--- config.mk ---
export PLATFORM = sky130hd
export DESIGN_NAME = instr_fetch_queue
export DESIGN_NICKNAME = d
export VERILOG_FILES = /design/src/rtl/instr_fetch_queue.sv
export SDC_FILE = /design/constraint.sdc
export NUM_CORES = 1
export LEC_CHECK = 0
export BUFFER_PORTS_ARGS = -buffer_cell sky130_fd_sc_hd__buf_2
export CORE_MARGIN = 3
export CORE_UTILIZATION = 62
export CTS_CLUSTER_DIAMETER = 120
export CTS_CLUSTER_SIZE = 30
export DETAILED_ROUTE_END_ITERATION = 12
export PLACE_DENSITY = 0.86
export SLEW_MARGIN = 10
export SYNTH_ARGS = -nofsm -noshare
export SYNTH_HDL_FRONTEND = slang
export SYNTH_SLANG_ARGS = --single-unit
--- constraint.sdc ---
create_clock -name clk -period 20.5 [get_ports clk]
set_clock_uncertainty 0.1 [all_clocks]
set_input_delay 4.1 -clock clk [delete_from_list [all_inputs] [get_ports clk]]
set_output_delay 4.1 -clock clk [all_outputs]
set_load 0.01 [all_outputs]
--- src/rtl/instr_fetch_queue.sv ---
// Fetch stage: owns the fetch PC, masters the imem req/ack port and buffers returned words for decode.
// Optional macro FETCH_BYPASS_EN forwards a returning word straight to decode when the FIFO is empty.
module instr_fetch_queue #(
   parameter int                DEPTH    = 4,
   parameter int                ADDR_W   = 32,
   parameter logic [ADDR_W-1:0] RESET_PC = '0
) (
   input  logic                     clk,
   input  logic                     rst,
   output logic                     imem_req,
   output logic [ADDR_W-1:0]        imem_addr,
   input  logic                     imem_ack,
   input  logic [31:0]              imem_rdata,
   input  logic                     redirect_valid,
   input  logic [ADDR_W-1:0]        redirect_pc,
   output logic                     if_valid,
   input  logic                     if_ready,
   output logic [31:0]              if_instr,
   output logic [ADDR_W-1:0]        if_pc4,
   output logic [$clog2(DEPTH):0]   fq_count
);

   localparam int PTR_W = $clog2(DEPTH);
   localparam int CNT_W = PTR_W + 1;
   localparam logic [CNT_W-1:0] FULL = CNT_W'(DEPTH);

   typedef enum logic [1:0] {S_RUN, S_WAIT, S_DROP} state_t;

   state_t            state_q, state_d;
   logic [ADDR_W-1:0] fetch_pc_q, drop_addr_q, pc4_w;
   logic [PTR_W-1:0]  wr_ptr_q, rd_ptr_q;
   logic [CNT_W-1:0]  count_q;
   logic [31:0]       instr_mem [DEPTH];
   logic [ADDR_W-1:0] pc4_mem   [DEPTH];
   logic              handshake, good_hs, push, pop, fifo_empty;

   // In RUN nothing is outstanding, so FIFO occupancy alone gates a new request.
   always_comb begin
      fifo_empty = (count_q == '0);
      imem_req   = rst && ((state_q != S_RUN) || (count_q < FULL));
      imem_addr  = (state_q == S_DROP) ? drop_addr_q : fetch_pc_q;
      handshake  = imem_req && imem_ack;
      good_hs    = handshake && (state_q != S_DROP) && !redirect_valid;
      pc4_w      = fetch_pc_q + ADDR_W'(4);
      pop        = !fifo_empty && if_ready && !redirect_valid;
`ifdef FETCH_BYPASS_EN
      // Forwarding only when the FIFO is empty keeps the FIFO head ahead of the live word.
      if_valid   = !fifo_empty || good_hs;
      if_instr   = fifo_empty ? imem_rdata : instr_mem[rd_ptr_q];
      if_pc4     = fifo_empty ? pc4_w      : pc4_mem[rd_ptr_q];
      push       = good_hs && !(fifo_empty && if_ready);
`else
      if_valid   = !fifo_empty;
      if_instr   = instr_mem[rd_ptr_q];
      if_pc4     = pc4_mem[rd_ptr_q];
      push       = good_hs;
`endif
      fq_count   = count_q;
   end

   always_comb begin
      state_d = state_q;
      case (state_q)
         S_RUN:   if (imem_req && !imem_ack) state_d = S_WAIT;
         S_WAIT:  if (imem_ack) state_d = S_RUN;
         S_DROP:  if (imem_ack) state_d = S_RUN;
         default: state_d = S_RUN;
      endcase
      // A redirected request that is still unanswered must be held to completion and discarded.
      if (redirect_valid && imem_req && !imem_ack)
         state_d = S_DROP;
   end

   always_ff @(posedge clk or negedge rst) begin
      if (!rst) begin
         state_q    <= S_RUN;
         fetch_pc_q <= RESET_PC;
         wr_ptr_q   <= '0;
         rd_ptr_q   <= '0;
         count_q    <= '0;
      end else begin
         state_q <= state_d;
         if (redirect_valid)
            fetch_pc_q <= redirect_pc;
         else if (good_hs)
            fetch_pc_q <= pc4_w;
         if (redirect_valid) begin
            wr_ptr_q <= '0;
            rd_ptr_q <= '0;
            count_q  <= '0;
         end else begin
            wr_ptr_q <= wr_ptr_q + PTR_W'(push);
            rd_ptr_q <= rd_ptr_q + PTR_W'(pop);
            count_q  <= count_q + CNT_W'(push) - CNT_W'(pop);
         end
      end
   end

   // Storage and the held wrong-path address are data only; they are qualified by control state.
   always_ff @(posedge clk) begin
      if (push) begin
         instr_mem[wr_ptr_q] <= imem_rdata;
         pc4_mem[wr_ptr_q]   <= pc4_w;
      end
      if ((state_q != S_DROP) && (state_d == S_DROP))
         drop_addr_q <= imem_addr;
   end

endmodule

==> qor.csv <==
metric;value;unit
crit share post-route;46.1;%
hold path start;drop_addr_q[9]$_DFFE_PP_;
most frequent cells in the layout;edfxtp_1, buf_2, mux4_2;
GPL Wtd Cong;0.829;
initial antenna violation count;0;
part of the Yosys area used for sequential elements;71.9;%
Setup crit start;rst;
commonest non-fill, non-tap cell in the layout;edfxtp_1;
H-tree depth;1;
crit start category;input port;
IO Port Bufs;169;
GRT Overall Usage;21.3;%
worst endpoint required time;16.30;ns
RR Startpoint;state_q[0]$_DFF_PN0_;
Clock Path Buffers;3;
number of fill cells;1315;
unrepaired setup endpoints after global routing;false;
Post-synth EDFFs;288;
DP HPWL;16.0;mm
share of layout cells above drive strength 1;36.0;%
FF-to-FF path depth;15;
Worst Path Max Fanout;42;
post-CTS setup repair buffer count;0;
mapped cell area;13500;µm²
worst hold stages;1;
first-pass GRT wire length;39.6;mm
Yosys reg bits;329;
Avg Cell Area, Syn;18.5;µm²
status;completed;
Ys Warns;0;
Net Count, Synth;807;
Critical R2R Capture;fq_count[2]$_DFF_PN0_;
maximum clock rate;0.106;GHz
Max rail drop VDD;0.0671;mV
CTS sink cnt;329;
clock root cell;clkbuf_16;
Vias;6918;
Routed WL per cell;21.7;µm
Setup TNS Final;0;ns
chip width;153;µm
worst setup path category;in2out;
total CTS buffers;14;
Final Hold Viols;0;
ant diodes;0;
Post-Syn Instances;729;
Area growth, synth to finish;11.0;%
crit path to;imem_req;
FF-to-FF setup slack;16.65;ns
clock slew seen by the registers of the worst setup and hold paths;0.11;ns
Nets;959;
min cycle time layout;9.45;ns
Overflow after GRT;0;
critical path endpoint category;output port;
DR iter-0 viols;556;
PnR worst setup slack;11.05;ns
Post-Place Cells;1140;
drt drc;0;
Slew @ Worst Pin;1.07;ns
num ports;170;
die area;23500;µm²
largest net degree at the start of global routing;74;
Main synth FF type;edfxtp_1;
pre-CTS setup slack;10.99;ns
row count;53;
CTS tree;yes;
PD cells;96.4;nW/µm²
PostCTS Resize Cnt;0;
drt total wl;25.1;mm
max-cap violation count;0;
vias per std cell;5.97;
Starting Density;63.6;%
Final Power;1.44;mW
vias in the first global route;7126;
Worst-Skew Late Latency;0.50;ns
fin. max-slew vios;0;
CP Data Arrival Time;5.25;ns
Core ar.;21200;µm²
Pre-antenna DRT Iters;5;
hold buffer count at cts;0;
die outline height;153;µm
Post-DRT Antenna Nets;0;
asr flop ratio synth;12.5;%
# setup viols final;0;
Yosys cell types;46;
worst rel slew slack;28.4;%
final non-filler cell total;1159;
Hold Crit Class;reg2reg;
static leakage;5.15;nW
-- worst min path at each step --
| stage | to | slack (ns) |
|---|---|---|
| after CTS | drop_addr_q[19]$_DFFE_PP_ | 0.48 |
| after global placement | drop_addr_q[19]$_DFFE_PP_ | 0.45 |
| after global routing | drop_addr_q[19]$_DFFE_PP_ | 0.49 |
| after detailed placement | drop_addr_q[19]$_DFFE_PP_ | 0.45 |
| after floorplan | pc4_mem[0][0]$_DFFE_PP_ | 0.39 |
| final | drop_addr_q[9]$_DFFE_PP_ | 0.48 |
-- worst max-delay path: stages --
cell and delay [ns]:
buf_2 0.08, buf_4 0.46, a21boi_2 0.39, buf_2 0.20
-- state kept, by name (all words and copies together), names as in the netlist --
name and count:
drop_addr_q 32, fetch_pc_q 32, fq_count 3, instr_mem 128, pc4_mem 128, rd_ptr_q 2
state_q 2, wr_ptr_q 2
-- power breakdown --
part | switching (mW) | internal [mW] | total, mW
Combinational | 0.161 | 0.130 | 0.291
Sequential | 0.0337 | 0.796 | 0.830
Clock | 0.183 | 0.135 | 0.318
-- area by class of cell --
class                   instances  area (µm²)  share of cell area, %
inverters                      10        37.5                  0.251
well taps                     275         344                   2.30
multi-input cells             347        3560                   23.9
repair buffers                179         921                   6.17
clock buffers                  19         390                   2.61
flip-flops and latches        329        9680                   64.8
-- Yosys cell counts (all sizes together), types with 5 or more instances --
master | n | area share [%]
ha | 8 | 0.74
inv | 10 | 0.28
nand3 | 11 | 0.50
nor4 | 13 | 1.3
mux2 | 30 | 2.5
xor2 | 24 | 1.6
nand4 | 11 | 0.85
dfrtp | 41 | 7.6
and4 | 5 | 0.38
mux4 | 64 | 11
and3 | 5 | 0.23
edfxtp | 288 | 64
o21ai | 34 | 1.3
nor2 | 23 | 0.66
clkbuf | 19 | 0.54
buf | 24 | 1.0
xnor2 | 37 | 2.4
nor3 | 11 | 0.48
nand2 | 51 | 1.5
-- through the flow --
step	hold WS, ns	utilization [%]	area [µm²]
floorplan	0.389	-	13500
global placement	0.446	68.8	14500
detailed placement	0.453	68.8	14500
CTS	0.480	70.6	14900
global route	0.491	70.6	14900
finish	0.478	70.6	14900
-- kinds of logic after synthesis --
kind of cell | Yosys count | synth area share, %
adders and majority gates | 9 | 0.892
and+or+nand+nor | 143 | 6.57
DFF | 329 | 71.9
muxes | 95 | 13.3
buffers and inverters | 53 | 1.83
AOI/OAI and AO/OA | 39 | 1.57
xor gates and xnor gates | 61 | 3.97
-- metal layers --
metal | vias up | part of all wire [%] | GRT usage, %
met5 | - | 0 | 0
li1 | 3118 | - | -
met1 | 3495 | 43 | 31.6
met4 | 0 | 1.7 | 3.91
met3 | 29 | 6.9 | 3.40
met2 | 276 | 49 | 34.8
No activity file was read; power rests on OpenSTA's default activity.
